## config.mk

```make
export PLATFORM = sky130hd
export DESIGN_NAME = instr_encode_loader
export DESIGN_NICKNAME = d
export VERILOG_FILES = /design/src/rtl/instr_encode_loader_pkg.sv /design/src/rtl/instr_encoder.sv /design/src/rtl/instr_encode_loader.sv
export SDC_FILE = /design/constraint.sdc
export NUM_CORES = 1
export LEC_CHECK = 0
export BUFFER_PORTS_ARGS = -buffer_cell sky130_fd_sc_hd__buf_2
export CORE_ASPECT_RATIO = 0.5
export CORE_MARGIN = 10
export CORE_UTILIZATION = 44
export DETAILED_ROUTE_END_ITERATION = 12
export PLACE_DENSITY = 0.75
export SYNTH_ARGS = -nofsm -noshare
export SYNTH_HDL_FRONTEND = slang
export SYNTH_SLANG_ARGS = --single-unit
export TNS_END_PERCENT = 20
```

## constraint.sdc

```tcl
create_clock -name clk -period 1.8 [get_ports clk]
set_input_delay 0.36 -clock clk [delete_from_list [all_inputs] [get_ports clk]]
set_output_delay 0.36 -clock clk [all_outputs]
set_load 0.05 [all_outputs]
```

## src/rtl/instr_encode_loader_pkg.sv

```systemverilog
// rtl/instr_encode_loader_pkg.sv - shared CPU instruction fields, opcodes and loader state encoding
package instr_encode_loader_pkg;

  localparam int INSTR_W  = 32;
  localparam int OPCODE_W = 5;
  localparam int REG_W    = 4;
  localparam int ALU_W    = 5;
  localparam int LOW_W    = 15;

  // Field positions are shared with the decoder, so encode and decode stay exact inverses.
  localparam int OPCODE_LSB = 27;
  localparam int RD_LSB     = 23;
  localparam int RS_LSB     = 19;
  localparam int RT_LSB     = 15;
  localparam int LOW_LSB    = 0;

  localparam logic [OPCODE_W-1:0] OP_RTYPE = 5'b00000;

  typedef enum logic [1:0] {
    ST_IDLE  = 2'd0,
    ST_WRITE = 2'd1,
    ST_DONE  = 2'd2,
    ST_FULL  = 2'd3
  } load_state_t;

endpackage

```

## src/rtl/instr_encoder.sv

```systemverilog
// rtl/instr_encoder.sv - combinational packing of instruction fields into one word
module instr_encoder
  import instr_encode_loader_pkg::*;
(
  input  logic [OPCODE_W-1:0] opcode,
  input  logic [ALU_W-1:0]    alu_control,
  input  logic [REG_W-1:0]    rd,
  input  logic [REG_W-1:0]    rs,
  input  logic [REG_W-1:0]    rt,
  input  logic [LOW_W-1:0]    imm,
  output logic [INSTR_W-1:0]  word
);

  always_comb begin
    word = '0;
    word[OPCODE_LSB +: OPCODE_W] = opcode;
    word[RD_LSB +: REG_W]        = rd;
    word[RS_LSB +: REG_W]        = rs;
    word[RT_LSB +: REG_W]        = rt;
    // R-type carries the ALU function zero-extended in the low field; others carry imm.
    if (opcode == OP_RTYPE) begin
      word[LOW_LSB +: ALU_W] = alu_control;
    end else begin
      word[LOW_LSB +: LOW_W] = imm;
    end
  end

endmodule

```

## src/rtl/instr_encode_loader.sv

```systemverilog
// rtl/instr_encode_loader.sv - encodes instruction fields and writes them into instruction memory
module instr_encode_loader
  import instr_encode_loader_pkg::*;
#(
  parameter int ADDR_W = 6
) (
  input  logic                clk,
  input  logic                rst_n,
  input  logic                clear,
  input  logic                in_valid,
  output logic                in_ready,
  input  logic                in_last,
  input  logic [4:0]          opcode,
  input  logic [4:0]          alu_control,
  input  logic [3:0]          rd,
  input  logic [3:0]          rs,
  input  logic [3:0]          rt,
  input  logic [14:0]         imm,
  output logic                mem_we,
  output logic [ADDR_W-1:0]   mem_addr,
  output logic [31:0]         mem_wdata,
  output logic [ADDR_W:0]     count,
  output logic                done,
  output logic                overflow
);

  localparam logic [ADDR_W:0] DEPTH = {1'b1, {ADDR_W{1'b0}}};
  localparam logic [ADDR_W:0] ONE   = {{ADDR_W{1'b0}}, 1'b1};

  load_state_t        state_q, state_d;
  logic [31:0]        enc_word;
  logic [ADDR_W:0]    count_q;
  logic [ADDR_W:0]    count_inc;
  logic               last_q;
  logic               overflow_q;
  logic               xfer;

  instr_encoder u_encoder (
    .opcode      (opcode),
    .alu_control (alu_control),
    .rd          (rd),
    .rs          (rs),
    .rt          (rt),
    .imm         (imm),
    .word        (enc_word)
  );

  assign count_inc = count_q + ONE;
  // clear wins over a simultaneous handshake, so the transfer is simply dropped.
  assign xfer      = in_valid && (state_q == ST_IDLE) && !clear;

  always_ff @(posedge clk or negedge rst_n) begin
    if (!rst_n) begin
      state_q <= ST_IDLE;
    end else begin
      state_q <= state_d;
    end
  end

  always_comb begin
    state_d  = state_q;
    in_ready = 1'b0;
    mem_we   = 1'b0;
    done     = 1'b0;
    case (state_q)
      ST_IDLE: begin
        in_ready = 1'b1;
        if (xfer) state_d = ST_WRITE;
      end
      ST_WRITE: begin
        mem_we = 1'b1;
        if (last_q)                  state_d = ST_DONE;
        else if (count_inc == DEPTH) state_d = ST_FULL;
        else                         state_d = ST_IDLE;
      end
      ST_DONE: begin
        done = 1'b1;
      end
      ST_FULL: begin
        state_d = ST_FULL;
      end
      default: state_d = ST_IDLE;
    endcase
    if (clear) state_d = ST_IDLE;
  end

  always_ff @(posedge clk or negedge rst_n) begin
    if (!rst_n) begin
      count_q    <= '0;
      mem_addr   <= '0;
      mem_wdata  <= '0;
      last_q     <= 1'b0;
      overflow_q <= 1'b0;
    end else if (clear) begin
      count_q    <= '0;
      last_q     <= 1'b0;
      overflow_q <= 1'b0;
    end else begin
      // Address and word are latched at the handshake and held until the next one.
      if (xfer) begin
        mem_wdata <= enc_word;
        mem_addr  <= count_q[ADDR_W-1:0];
        last_q    <= in_last;
      end
      if (state_q == ST_WRITE) begin
        count_q <= count_inc;
      end
      if ((state_q == ST_FULL) && in_valid) begin
        overflow_q <= 1'b1;
      end
    end
  end

  assign count    = count_q;
  assign overflow = overflow_q;

endmodule
```

=== Word level (Yosys, flattened, before mapping) ===
Cells that the tools add are included.

* Add/subtract/negate cells: 1
* Reduce and logical (&&, ||, !) cells: 12
* Multiplexer cells: 16
* Eq/ne operators: 5
* Bitwise logic cells: 1

{| class="wikitable"
|+ Operators by type and width
! cell !! number
|-
| $mux W7 || 2
|-
| $mux W10 || 1
|-
| $mux W2 || 4
|-
| $add A7 B1 Y7 const B || 1
|-
| $eq A7 B7 Y1 const B || 1
|-
| $mux W1 || 7
|-
| $pmux W2 S3 || 1
|-
| $reduce_bool A2 Y1 || 3
|-
| $logic_not A5 Y1 || 1
|-
| $mux W5 || 1
|-
| $eq A2 B2 Y1 const B || 2
|-
| $reduce_and A2 Y1 || 2
|-
| $reduce_bool A4 Y1 || 1
|-
| $logic_and A1 B1 Y1 || 3
|-
| $ne A3 B3 Y1 const B || 1
|-
| $eq A2 B1 Y1 const B || 1
|-
| $logic_not A2 Y1 || 1
|-
| $logic_not A1 Y1 || 1
|-
| $not A1 Y1 || 1
|}

* Output and inout bits: 49
* Register bits: 49

=== Depth between registers and ports, before layout ===
Gate-level depths: netlist of run 1.

* Depth in word-level cells: 6
* Depth in mapped cells: 6
* Mapped depth without buffers: 5

=== Hierarchy ===
From an unflattened synthesis of run 1, not the netlist that was laid out.

* Cell total of the unflattened synthesis: 172
* Area total of the unflattened synthesis: 2,374.8 um^2

{| class="wikitable"
|+ By module, submodules not included
! module !! times used !! cells each !! area an instance (um^2) !! seq. area each (um^2)
|-
| instr_encode_loader || 1 || 137 || 2,098.3 || 1,226.2
|-
| instr_encoder || 1 || 35 || 276.5 || 0.0
|}

=== Least setup slack after synthesis of run 1 ===
OpenSTA, ideal clock, no wires.

* Kind: register to register
* From: reg state_q[0]
* To: reg mem_wdata[10]
* Setup time: 0.121 ns
* Arrival time: 1.494 ns
* Cell stages (with the launch flop): 6
* Path buffers: 2
* Clock period less this slack: 1.615 ns
* Path slack: 0.185 ns
* Path through: dfrtp_1 -> or3b_4 -> or2_1 -> buf_6 -> buf_6 -> a22o_1

* Longest elaborated chain between the ends: 4

{| class="wikitable"
|+ Ends and longest elaborated chain
! element !! RTL line !! source
|-
| from (decl) || instr_encode_loader.sv:30 || <nowiki>load_state_t state_q, state_d;</nowiki>
|-
| from (signal assigned) || instr_encode_loader.sv:56 || <nowiki>state_q <= state_d;</nowiki>
|-
| $logic_not A2 Y1 || instr_encode_loader.sv:50 || <nowiki>assign xfer = in_valid && (state_q == ST_IDLE) && !clear;</nowiki>
|-
| $logic_and A1 B1 Y1 (2 in a row) || instr_encode_loader.sv:50 ||
|-
| $reduce_and A2 Y1 (no line) || - ||
|-
| to (signal assigned) || instr_encode_loader.sv:101 || <nowiki>mem_wdata <= enc_word;</nowiki>
|-
| to (decl) || instr_encode_loader.sv:21 || <nowiki>output logic [31:0] mem_wdata,</nowiki>
|}

Every way passes these cells.
A chain may end at the register's enable or synchronous reset.

=== Worst setup path in the final report of run 1 ===
* From: reg state_q[0]
* To: reg mem_wdata[13]

The elaborated chain is that of the path after synthesis.

==> flow_metrics.env, run 1 <==
export IMPL_status="finished clean"
export IMPL_syn_avg_cell_area_um2=10.1
export IMPL_n_fill_cell=384
export IMPL_dieWidth_um=117
export IMPL_ant_nets=0
export IMPL_worstSetupStartpointType="register"
export IMPL_path_clk_slew_ns=0.09
export IMPL_stdcell_area_um2=2730
export IMPL_rr_worst_depth=5
export IMPL_hold_viol=0
export IMPL_drtIter0Drc=82
export IMPL_power_switching_uw=1220
export IMPL_fin_util_pct=61.4
export IMPL_die_h_um=68.3
export IMPL_wl_per_cell_um=14.7
export IMPL_synth_most_common_cell="nand2_1"
export IMPL_area_growth_pct=32.8
export IMPL_io_pins=91
export IMPL_synth_top_area_cell="dfrtp_1"
export IMPL_fmax_ghz=0.598
export IMPL_maxSlewHeadroom_pct=62.5
export IMPL_ys_top_cells_by_count="nand2_1, dfrtp_1, nor2_1"
export IMPL_ys_seq_area_share_pct=59.7
export IMPL_end_kind="register"
export IMPL_period_share_pct=92.9
export IMPL_die_area_um2=7960
export IMPL_cts_root_buf="clkbuf_8"
export IMPL_fin_worst_skew_ns=0.00752
export IMPL_power_density_nw_per_um2=1160
export IMPL_r2r_start="state_q[0]"
export IMPL_synth_top_cell_area_share_pct=59.7
export IMPL_drive_gt1_share_pct=36.9
export IMPL_clockBufferDepth=2
export IMPL_final_setup_tns_ns=0
export IMPL_r2r_end="mem_wdata[13]"
export IMPL_ff_latch_area_um2=1230
export IMPL_whs_ns=0.0484
export IMPL_maxCapViolations=0
export IMPL_drc=0
export IMPL_routed_via_density=4.85
export IMPL_yosysWarnings=0
export IMPL_antenna_found_initial=0
export IMPL_drt_total_wl_mm=5.24
export IMPL_placed_cell_area_um2=2600
export IMPL_start_util_pct=46.2
export IMPL_cp_required_ns=2.03
export IMPL_min_path_type="input pin to async pin"
export IMPL_grt_pass1_wl_mm=8.54
export IMPL_syn_nets=246
export IMPL_route_vias_total=1720
export IMPL_min_period_ns=1.67
export IMPL_cts_buffers=5
export IMPL_path_class="register to register"
export IMPL_asyncSetResetFlopFracSynth_pct=100
export IMPL_slew_violations=0
export IMPL_grt_pass1_vias=1696
export IMPL_num_rows=17
export IMPL_synth_seq_cells=49
export IMPL_worst_slew_pin_transition_ns=0.562
export IMPL_pwr_share_comb_pct=32.7
export IMPL_clkPwrFrac_pct=25.3
export IMPL_clock_sinks=49
export IMPL_synth_distinct_cells=30
export IMPL_setup_viol=0
export IMPL_leakage_uw=0.00149
export IMPL_sw_frac_of_total_pct=38.3
export IMPL_postCtsSetupBuffers=0
export IMPL_fin_nets=340
export IMPL_dr_pass1_iters=4
export IMPL_rsz0062_at_grt="false"
export IMPL_crit_fanout=44
export IMPL_dp_slack_ns=0.0500
export IMPL_grt_usage_pct=13.5
export IMPL_synth_edf_count=0
export IMPL_p_seq_share_pct=41.9
export IMPL_cts_tree="done"
export IMPL_worstPathArrival_ns=1.90
export IMPL_cts_htree_levels=2
export IMPL_layout_setup_ws_ns=0.128
export IMPL_clock_latency_ns=0.29
export IMPL_syn_cell_area_um2=2050
export IMPL_syn_instance_count=203
export IMPL_ir_drop_mv=0.490
export IMPL_worstSetupStartpoint="state_q[0]"
export IMPL_grt_max_degree=45
export IMPL_p_int_uw=1960
export IMPL_synth_area_top_cells="dfrtp_1, nand2_1, a22o_1"
export IMPL_place_hpwl_mm=4.15
export IMPL_overflow=0
export IMPL_r2r_setup_slack_ns=0.13
export IMPL_diodes=0
export IMPL_place_congestion=0.777
export IMPL_port_buffers=90
export IMPL_synthFlopType="dfrtp_1"
export IMPL_core_um2=4450
export IMPL_multiInputGateArea_um2=763
[stage by stage]
stage          total power, uW  cells
3_5_place_dp              2410    347
5_1_grt                   3350    355
2_1_floorplan             2090    203
4_1_cts                   3220    355
6_report                  3170    355
3_3_place_gp              2380    347
[worst max-delay path by stage]
stage                    endpoint  slack, ns  depth (start not counted)
CTS                        mem_we       0.01                          3
floorplan           mem_wdata[10]       0.19                          5
detailed placement   mem_wdata[2]       0.05                          5
finish              mem_wdata[13]       0.13                          5
global placement     mem_wdata[2]        0.1                          5
global route        mem_wdata[12]       0.05                          5
[registers in the layout (all words and copies together) (netlist names)]
signal     count
last_q         1
overflow       1
count          7
state_q        2
mem_wdata     32
mem_addr       6
[logic make-up (layout without fill, tap and decap cells)]
family / after synthesis / count (layout) / share of synthesized area (%)
flip-flops: 49 / 49 / 59.7
adder cells (fa/ha/maj): 1 / 1 / 0.609
XOR/XNOR: 6 / 6 / 2.56
AO/OA/AOI/OAI: 26 / 26 / 8.78
AND/OR/NAND/NOR: 104 / 104 / 22.2
buffers and inverters: 11 / 106 / 3.23
multiplexers: 6 / 6 / 2.93
[power by group through the flow]
stage                     clock [uW]  combinational [uW]  sequential, uW
after floorplan                    0                 218            1870
after CTS                        831                1050            1330
after global routing             888                1110            1360
final                            804                1040            1330
after detailed placement           0                1050            1350
after global placement             0                1030            1350
[routing by layer]
layer  part of all wire, %  vias up  global-route usage (%)
met5                     0        -                       0
met4                  0.42        0                    3.21
met3                   5.5        2                    4.01
met2                    54       33                    24.8
met1                    40      829                    15.5
li1                      -      856                       -
[critical path, stage by stage, from the launching register on]
cell	delay, ns
dfrtp_1	0.39
or3b_4	0.42
or2_1	0.25
buf_12	0.18
nor2_8	0.19
a22o_1	0.15
[cell type report]
cell class,instances,share of cell area [%]
flip-flops and latches,49,45.0
multi-input cells,143,28.0
repair buffers,97,19.9
clock buffers,6,3.03
well taps,57,2.61
clock inverters,2,1.38
inverters,1,0.138
[what timing repair did]
action / in CTS / in global routing
setup endpoints to repair: 0 / 1
hold buffers: 0 / 0
resized for setup: 0 / 2
[cell usage in the layout, fill, tap and decap left out, drive strengths merged]
cell type   n
xnor2       1
a22o       10
o21ai       7
o2bb2ai     1
nand3       2
clkbuf      7
bufinv      1
buf        96
dfrtp      49
nor2       13
and2b       1
or4         1
a211oi      2
or3b        1
or3         1
xor2        5
nor2b       1
and3        1
mux2i       6
nand2      78
nand4       4
ha          1
or2         1
a21oi       4
clkinvlp    1
a21boi      1
inv         1
a31oi       1
Power figures use the tool's default switching activity.
==> run 2: changes to the inputs <==
Settings changed: CORE_ASPECT_RATIO 0.5 to 0.75.
Clock period 1.8 ns to 1.6 ns, I/O delays scaled along.
==> run 2 against run 1 <==
Sequential power increased by 13%; clock power decreased by 12%; core utilization increased by 0.49 points; largest cell class unchanged; maximum frequency increased by 8.3%; die area decreased by 1.7%; largest power group unchanged; register-to-register slack got worse by 0.07 ns; sequential share of layout area decreased by 0.83 points.
==> flow_metrics.env, run 2 (synthesized netlist as in run 1, its figures left out) <==
export IMPL_status="finished clean"
export IMPL_area_growth_pct=35.3
export IMPL_wl_per_cell_um=15.2
export IMPL_pwr_share_comb_pct=35.2
export IMPL_place_hpwl_mm=4.18
export IMPL_postCtsSetupBuffers=0
export IMPL_drt_total_wl_mm=5.48
export IMPL_path_cells="or3b_4, or2_4, buf_12, a22o_1"
export IMPL_path_clk_slew_ns=0.08
export IMPL_power_uw=3410
export IMPL_diodes=0
export IMPL_r2r_setup_slack_ns=0.06
export IMPL_num_rows=21
export IMPL_period_share_pct=96.5
export IMPL_cp_required_ns=1.77
export IMPL_dp_slack_ns=-0.0955
export IMPL_fmax_ghz=0.648
export IMPL_clockBufferDepth=2
export IMPL_port_buffers=90
export IMPL_grt_usage_pct=14.2
export IMPL_path_delay_family="simple AND/OR/NAND/NOR gates"
export IMPL_crit_fanout=13
export IMPL_start_util_pct=45.7
export IMPL_ant_nets=0
export IMPL_layout_setup_ws_ns=0.0566
export IMPL_largest_reg_flops=32
export IMPL_drc=0
export IMPL_maxCapViolations=0
export IMPL_end_kind="register"
export IMPL_p_int_uw=2060
export IMPL_grt_pass1_wl_mm=9.31
export IMPL_path_class="register to register"
export IMPL_crit_slowest_cell="or3b_4"
export IMPL_fin_nets=347
export IMPL_setup_viol=0
export IMPL_slew_violations=0
export IMPL_r2r_start="state_q[0]"
export IMPL_hold_viol=0
export IMPL_core_um2=4490
export IMPL_die_area_um2=7830
export IMPL_layout_common_cells="buf_2, nand2_1, dfrtp_1, a22o_1, buf_4"
export IMPL_dr_pass1_iters=4
export IMPL_io_pins=91
export IMPL_die_h_um=79.2
export IMPL_cts_root_buf="clkbuf_8"
export IMPL_cts_buffers=5
export IMPL_clkPwrFrac_pct=20.8
export IMPL_crit_buf_inv=1
export IMPL_cts_hold_buffers=0
export IMPL_worstSetupStartpoint="state_q[0]"
export IMPL_grt_max_degree=50
export IMPL_clock_sinks=49
export IMPL_top_register="mem_wdata"
export IMPL_grt_pass1_vias=1875
export IMPL_power_density_nw_per_um2=1230
export IMPL_max_stage_delay_ns=0.40
export IMPL_drtIter0Drc=73
export IMPL_place_congestion=0.751
export IMPL_sw_frac_of_total_pct=39.6
export IMPL_drive_gt1_share_pct=38.8
export IMPL_dieWidth_um=98.9
export IMPL_r2r_end="mem_wdata[8]"
export IMPL_clock_latency_ns=0.29
export IMPL_worst_slew_pin_transition_ns=0.286
export IMPL_cts_htree_levels=2
export IMPL_maxSlewHeadroom_pct=81.1
export IMPL_power_switching_uw=1350
export IMPL_route_vias_total=1739
export IMPL_min_path_type="input pin to async pin"
export IMPL_antenna_found_initial=0
export IMPL_ir_drop_mv=0.751
export IMPL_routed_via_density=4.82
export IMPL_worstPathArrival_ns=1.72
export IMPL_leakage_uw=0.00152
export IMPL_worstSetupStartpointType="register"
export IMPL_fin_worst_skew_ns=0.00547
export IMPL_layout_commonest_cell="buf_2"
export IMPL_cts_tree="done"
export IMPL_rsz0062_at_grt="true"
export IMPL_overflow=0
export IMPL_rr_worst_depth=4
export IMPL_min_period_ns=1.54
export IMPL_p_seq_share_pct=44.1
-- run 2: cell count changes in the layout (fill, tap and decap cells not counted), sizes merged --
cell      change
buf           +7
bufinv        -1
clkinvlp      -1
nor2          +1
-- run 2: cell type report --
class | count | area, um2
Clock buffer | 7 | 86.3
Sequential cell | 49 | 1230
Multi-Input combinational cell | 144 | 787
Inverter | 1 | 3.75
Tap cell | 57 | 71.3
Timing Repair Buffer | 103 | 604
Fill cell | 412 | 1710
-- run 2: routing by layer --
metal / global-route usage, % / wire, um / part of all wire (%)
met5: 0 / 0 / 0
met4: 3.86 / 41 / 0.75
met3: 6.49 / 607 / 11
met2: 22.2 / 2460 / 45
met1: 17.4 / 2380 / 43
-- run 2: worst max path at each step --
stage,endpoint,slack (ns),depth (start not counted)
CTS,in_ready,0.003,3
detailed placement,mem_wdata[9],-0.1,6
global route,mem_wdata[5],-0.004,5
floorplan,mem_wdata[10],-0.01,5
finish,mem_wdata[8],0.06,4
global placement,mem_wdata[12],-0.06,6
-- run 2: power by group through the flow --
stage / clock network [uW] / registers [uW] / logic (uW)
floorplan: 0 / 2110 / 245
global placement: 0 / 1520 / 1180
detailed placement: 0 / 1520 / 1200
CTS: 728 / 1500 / 1210
global route: 781 / 1530 / 1280
finish: 707 / 1500 / 1200
-- run 2: metrics by stage --
step	hold slack (ns)	setup TNS [ns]	std cells	util, %	instance area [um2]
2_1_floorplan	0.0244	-0.105	203	-	2050
3_3_place_gp	0.322	-0.677	353	59.0	2650
3_5_place_dp	0.327	-1.39	353	59.0	2650
4_1_cts	0.00794	0	361	61.4	2760
5_1_grt	0.0152	-0.00930	361	61.8	2780
6_report	0.00401	0	361	61.8	2780
-- run 2: timing repair --
item	CTS	global route
pin swaps	1	1
cloned	1	0
setup endpoints to repair	18	7
gates resized for setup	5	6
